File: src/rtl/bus_arbiter.sv
// Two-master round-robin arbiter with bounded lock in front of the data-side bridge.
// Each access is a one-cycle address phase followed by a one-cycle data phase.
module bus_arbiter #(
   parameter int LOCK_MAX = 4
) (
   input  logic        clk,
   input  logic        reset,
   input  logic        m0_req,
   input  logic        m0_lock,
   input  logic [31:0] m0_addr,
   input  logic [31:0] m0_wdata,
   input  logic [3:0]  m0_byteen,
   output logic        m0_gnt,
   output logic        m0_ack,
   output logic [31:0] m0_rdata,
   input  logic        m1_req,
   input  logic        m1_lock,
   input  logic [31:0] m1_addr,
   input  logic [31:0] m1_wdata,
   input  logic [3:0]  m1_byteen,
   output logic        m1_gnt,
   output logic        m1_ack,
   output logic [31:0] m1_rdata,
   output logic [31:0] bus_addr,
   output logic [31:0] bus_wdata,
   output logic [3:0]  bus_byteen,
   input  logic [31:0] bus_rdata
);

   localparam logic [1:0] IDLE = 2'd0;
   localparam logic [1:0] ADDR = 2'd1;
   localparam logic [1:0] DATA = 2'd2;

   logic [1:0]  state;
   logic        owner;
   logic        last;
   logic        held_lock;
   logic [3:0]  lock_cnt;
   logic [31:0] lat_addr;
   logic [31:0] lat_wdata;
   logic [3:0]  lat_byteen;

   logic prev_req;
   logic other_req;
   logic lock_active;
   logic winner;
   logic owner_lock;

   always_comb begin
      prev_req    = owner ? m1_req : m0_req;
      other_req   = owner ? m0_req : m1_req;
      owner_lock  = owner ? m1_lock : m0_lock;
      lock_active = held_lock && prev_req && (lock_cnt < 4'(LOCK_MAX));
      if (lock_active)
         winner = owner;
      else if (m0_req && m1_req)
         winner = ~last;
      else
         winner = m1_req;
   end

   always_ff @(posedge clk or posedge reset) begin
      if (reset) begin
         state      <= IDLE;
         owner      <= 1'b0;
         last       <= 1'b1;
         held_lock  <= 1'b0;
         lock_cnt   <= '0;
         lat_addr   <= '0;
         lat_wdata  <= '0;
         lat_byteen <= '0;
      end else begin
         case (state)
            IDLE: begin
               if (m0_req || m1_req) begin
                  state      <= ADDR;
                  owner      <= winner;
                  lat_addr   <= winner ? m1_addr   : m0_addr;
                  lat_wdata  <= winner ? m1_wdata  : m0_wdata;
                  lat_byteen <= winner ? m1_byteen : m0_byteen;
                  // lock_cnt only advances while the lock is actually starving the other master
                  if (winner != owner)
                     lock_cnt <= '0;
                  else if (lock_active && other_req)
                     lock_cnt <= lock_cnt + 4'd1;
               end
            end
            ADDR: state <= DATA;
            DATA: begin
               state     <= IDLE;
               last      <= owner;
               held_lock <= owner_lock;
               if (!owner_lock)
                  lock_cnt <= '0;
            end
            default: state <= IDLE;
         endcase
      end
   end

   // Address stays valid through DATA so the bridge read mux keeps selecting; byteen only in ADDR.
   assign bus_addr   = (state == IDLE) ? '0 : lat_addr;
   assign bus_wdata  = (state == IDLE) ? '0 : lat_wdata;
   assign bus_byteen = (state == ADDR) ? lat_byteen : '0;

   assign m0_gnt   = (state != IDLE) && !owner;
   assign m1_gnt   = (state != IDLE) && owner;
   assign m0_ack   = (state == DATA) && !owner;
   assign m1_ack   = (state == DATA) && owner;
   assign m0_rdata = m0_ack ? bus_rdata : '0;
   assign m1_rdata = m1_ack ? bus_rdata : '0;

endmodule

File: config.mk
export PLATFORM = sky130hd
export DESIGN_NAME = bus_arbiter
export DESIGN_NICKNAME = d
export VERILOG_FILES = /design/src/rtl/bus_arbiter.sv
export SDC_FILE = /design/constraint.sdc
export NUM_CORES = 1
export LEC_CHECK = 0
export CORE_MARGIN = 2
export CORE_UTILIZATION = 41
export CTS_CLUSTER_DIAMETER = 60
export DETAILED_ROUTE_END_ITERATION = 16
export PLACE_DENSITY_LB_ADDON = 0.15
export SYNTH_ARGS = -nofsm -noshare
export SYNTH_HDL_FRONTEND = slang
export SYNTH_SLANG_ARGS = --single-unit
File: constraint.sdc
create_clock -name clk -period 2.55 [get_ports clk]
set_input_delay 0.255 -clock clk [delete_from_list [all_inputs] [get_ports clk]]
set_output_delay 0.255 -clock clk [all_outputs]
set_load 0.03 [all_outputs]
==> summary.txt <==
Run status
  • Status: finished, final reports clean

STA
  • Setup TNS: 0 ns
  • Clock Skew: 0.006941 ns
  • Fin crit share: 93.10%
  • Final hold vios: 0
  • RSZ-0062 raised after global routing: false
  • Achievable frequency: 0.4212 GHz
  • Fin worst setup slack: 0.1759 ns
  • # setup viols final: 0
  • Relative slew slack: 33.41%
  • Actual slew at the worst max-slew pin: 0.9780 ns
  • Minimum clock period: 2.374 ns
  • Slew Viols, Final: 0

Critical path
  • CP bufs+invs: 2
  • WP depth: 4
  • Slowest cell delay on critical path: 0.70 ns
  • Crit-path leading delay family: buffers and inverters
  • CP Launch Type: register
  • CP required: 2.30 ns
  • Setup Crit Path Kind: register to primary output
  • Crit. End Element: primary output
  • Maximum fanout along the worst path: 67
  • WP data arrival: 2.12 ns
  • Slowest-stage cell, CP: clkdlybuf4s50_1
  • Crit path cell chain: nor2b_2 -> buf_12 -> and3_1 -> clkdlybuf4s50_1
  • FF-to-FF path depth: 5

Clocking
  • CTS H-tree depth: 3
  • Clock buffer count from CTS: 9
  • Post-CTS Setup Repair Bufs: 0
  • CTS root buf: clkbuf_16
  • Worst skew pair latency: 0.35 ns
  • Clock transition at path regs: 0.06 ns
  • CTS tree: done
  • Max Buffers Root-to-Sink: 2
  • Post-cts sizing count: 0
  • Number of buffers inserted by hold repair at cts: 0
  • Clock sinks: 77

Synthesis
  • Seq cells post-synth: 77
  • Synth warn: 0
  • Avg Cell Area, Syn: 8.681 sq um
  • Area leader, netlist: dfrtp_1
  • Post-synthesis sequential area ratio: 32.52%
  • Mapped Area: 5929 sq um
  • Syn_nets: 858
  • Synth top area share: 32.07%
  • Mapped Cells: 683
  • Netlist cell types: 30
  • Main area contributors after synthesis: dfrtp_1 (32%), nor2b_1 (14%), mux2i_1 (12%)

Final layout
  • Area of the multi-input gates: 3591 sq um
  • Area Growth Syn to Fin: 57.94%
  • Final nets: 1107
  • Non-Filler Instances: 1116
  • Fillers: 1126
  • Commonest non-fill, non-tap cell in the layout: clkdlybuf4s50_1
  • Most frequent cells in the layout: clkdlybuf4s50_1 (304), nor2b_1 (134), dfrtp_1 (76), nand4_1 (71), o2111ai_1 (70)
  • Sequential Area: 1928 sq um
  • Share of cells above drive strength 1: 4.813%

Route
  • Wire per inst: 19.43 um
  • First-pass DRT Iterations: 5
  • Via-to-Cell Ratio: 5.784
  • # DRC: 0
  • Detail Route Antenna Nets: 0
  • Drt total wl: 21690 um
  • Drt initial violations: 455
  • Vias post-DR: 6455

Placement
  • IO Port Bufs: 309
  • Placed insts: 1101
  • Final GP Congestion: 0.9624
  • Place WS: 0.2620 ns
  • HPWL Detailed: 15020 um

GRT
  • Number of global-route vias before repair: 6380
  • Initial antenna violation count: 1
  • First-pass GRT wire length: 34510 um
  • Grt ovf: 0
  • Largest net degree at the start of global routing: 80
  • GRT Overall Usage: 27.24%

Floorplan
  • Die X: 124.3 um
  • Area of the core: 13990 sq um
  • Initial Utilization: 42.39%
  • Top-Level Pins: 310
  • Die area: 15440 sq um
  • Die span in y: 124.3 um
  • Core Rows: 43

Power and ir drop
  • Power Density: 1183 nW/um^2
  • Maximum vdd drop: 0.7629 mV
  • Leakage: 3.804 nW

Min path
  • Worst min path class: primary input to asynchronous set/reset pin

Job
  • Max cap viols: 0
## registers in the layout (all words and copies together) (netlist names)
| register | flops |
|---|---|
| last | 1 |
| owner | 1 |
| held_lock | 1 |
| state | 2 |
| lat_byteen | 4 |
| lat_addr | 32 |
| lat_wdata | 32 |
| lock_cnt | 4 |
## cells in the mapped netlist
| master | count |
|---|---|
| buf_6 | 4 |
| a21o_1 | 1 |
| buf_4 | 2 |
| o21ai_0 | 3 |
| o31ai_1 | 2 |
| dfrtp_1 | 76 |
| o21a_1 | 2 |
| nor2b_1 | 135 |
| nand2b_1 | 2 |
| nand3_1 | 69 |
| nor2_1 | 5 |
| mux2_4 | 1 |
| o211ai_1 | 1 |
| mux2i_1 | 69 |
| dfstp_2 | 1 |
| or3b_4 | 1 |
| nand4_1 | 71 |
| clkbuf_1 | 44 |
| and2_1 | 5 |
| nor3_1 | 1 |
| clkinv_1 | 1 |
| buf_1 | 10 |
| inv_1 | 3 |
| buf_2 | 30 |
| o2111ai_1 | 70 |
| and3_1 | 66 |
| nor3b_1 | 3 |
| nand2_1 | 3 |
| ha_1 | 1 |
| mux2i_4 | 1 |
## worst reg2reg max path: cells and delay by family (launching register included)
kind | cells | cell delay (ns)
multiplexers | 1 | 0.79
AO/OA/AOI/OAI | 1 | 0.16
flip-flops | 1 | 0.39
AND/OR/NAND/NOR | 2 | 0.56
buffers and inverters | 1 | 0.34
## logic make-up (layout without fill, tap and decap cells)
group | count (synthesis) | after routing | share of synthesized area [%]
AO/OA/AOI/OAI | 79 | 79 | 11.35
adder cells (fa/ha/maj) | 1 | 1 | 0.2110
buffers and inverters | 94 | 346 | 7.217
flip-flops | 77 | 77 | 32.52
multiplexers | 71 | 71 | 12.28
other | 0 | 1 | 0
AND/OR/NAND/NOR | 361 | 361 | 36.42
## metrics by stage
stage	hold WS [ns]	power [mW]	instance area, sq um	util [%]
floorplan	0.4295	7.091	5929	-
global placement	0.4768	9.649	9081	64.92
finish	0.2807	11.08	9365	66.95
detailed placement	0.4853	9.795	9081	64.92
CTS	0.3005	11.12	9363	66.93
global route	0.3510	11.70	9365	66.95
## path summary, 6_finish.rpt
| path | end | from | slack (ns) |
|---|---|---|---|
| max | m1_rdata[1] | state[1]$_DFFE_PP0N_ | 0.18 |
| min | lat_wdata[13]$_DFFE_PP0P_ | reset | 0.28 |
| max reg2reg | lat_addr[30]$_DFFE_PP0P_ | lock_cnt[2]$_DFFE_PP0P_ | 0.24 |
| min reg2reg | lat_wdata[19]$_DFFE_PP0P_ | lat_wdata[19]$_DFFE_PP0P_ | 0.51 |
| max in group asynchronous | lat_addr[8]$_DFFE_PP0P_ | reset | 1.65 |
| min in group clk | lat_wdata[0]$_DFFE_PP0P_ | m0_req | 0.39 |
## power by group
group	internal [mW]	switching [mW]	leakage (nW)
sequential	1.84	0.341	0.926
clock	0.773	0.504	0.139
combinational	3.10	4.52	2.74
total	5.72	5.36	3.80
## final cells by class
type	count	area share [%]
inverters	4	0.1737
well taps	180	2.405
repair buffers	328	35.46
flip-flops and latches	77	20.59
clock buffers	12	2.632
multi-input cells	512	38.34
clock inverters	2	0.3741
diodes	1	0.02672
## layer usage
layer  wire, um  track usage, %
met4        540           9.848
met2      10610           45.77
met1       9053           34.67
met3       1480           5.627
met5          0               0
No activity file was read; power rests on OpenSTA's default activity.
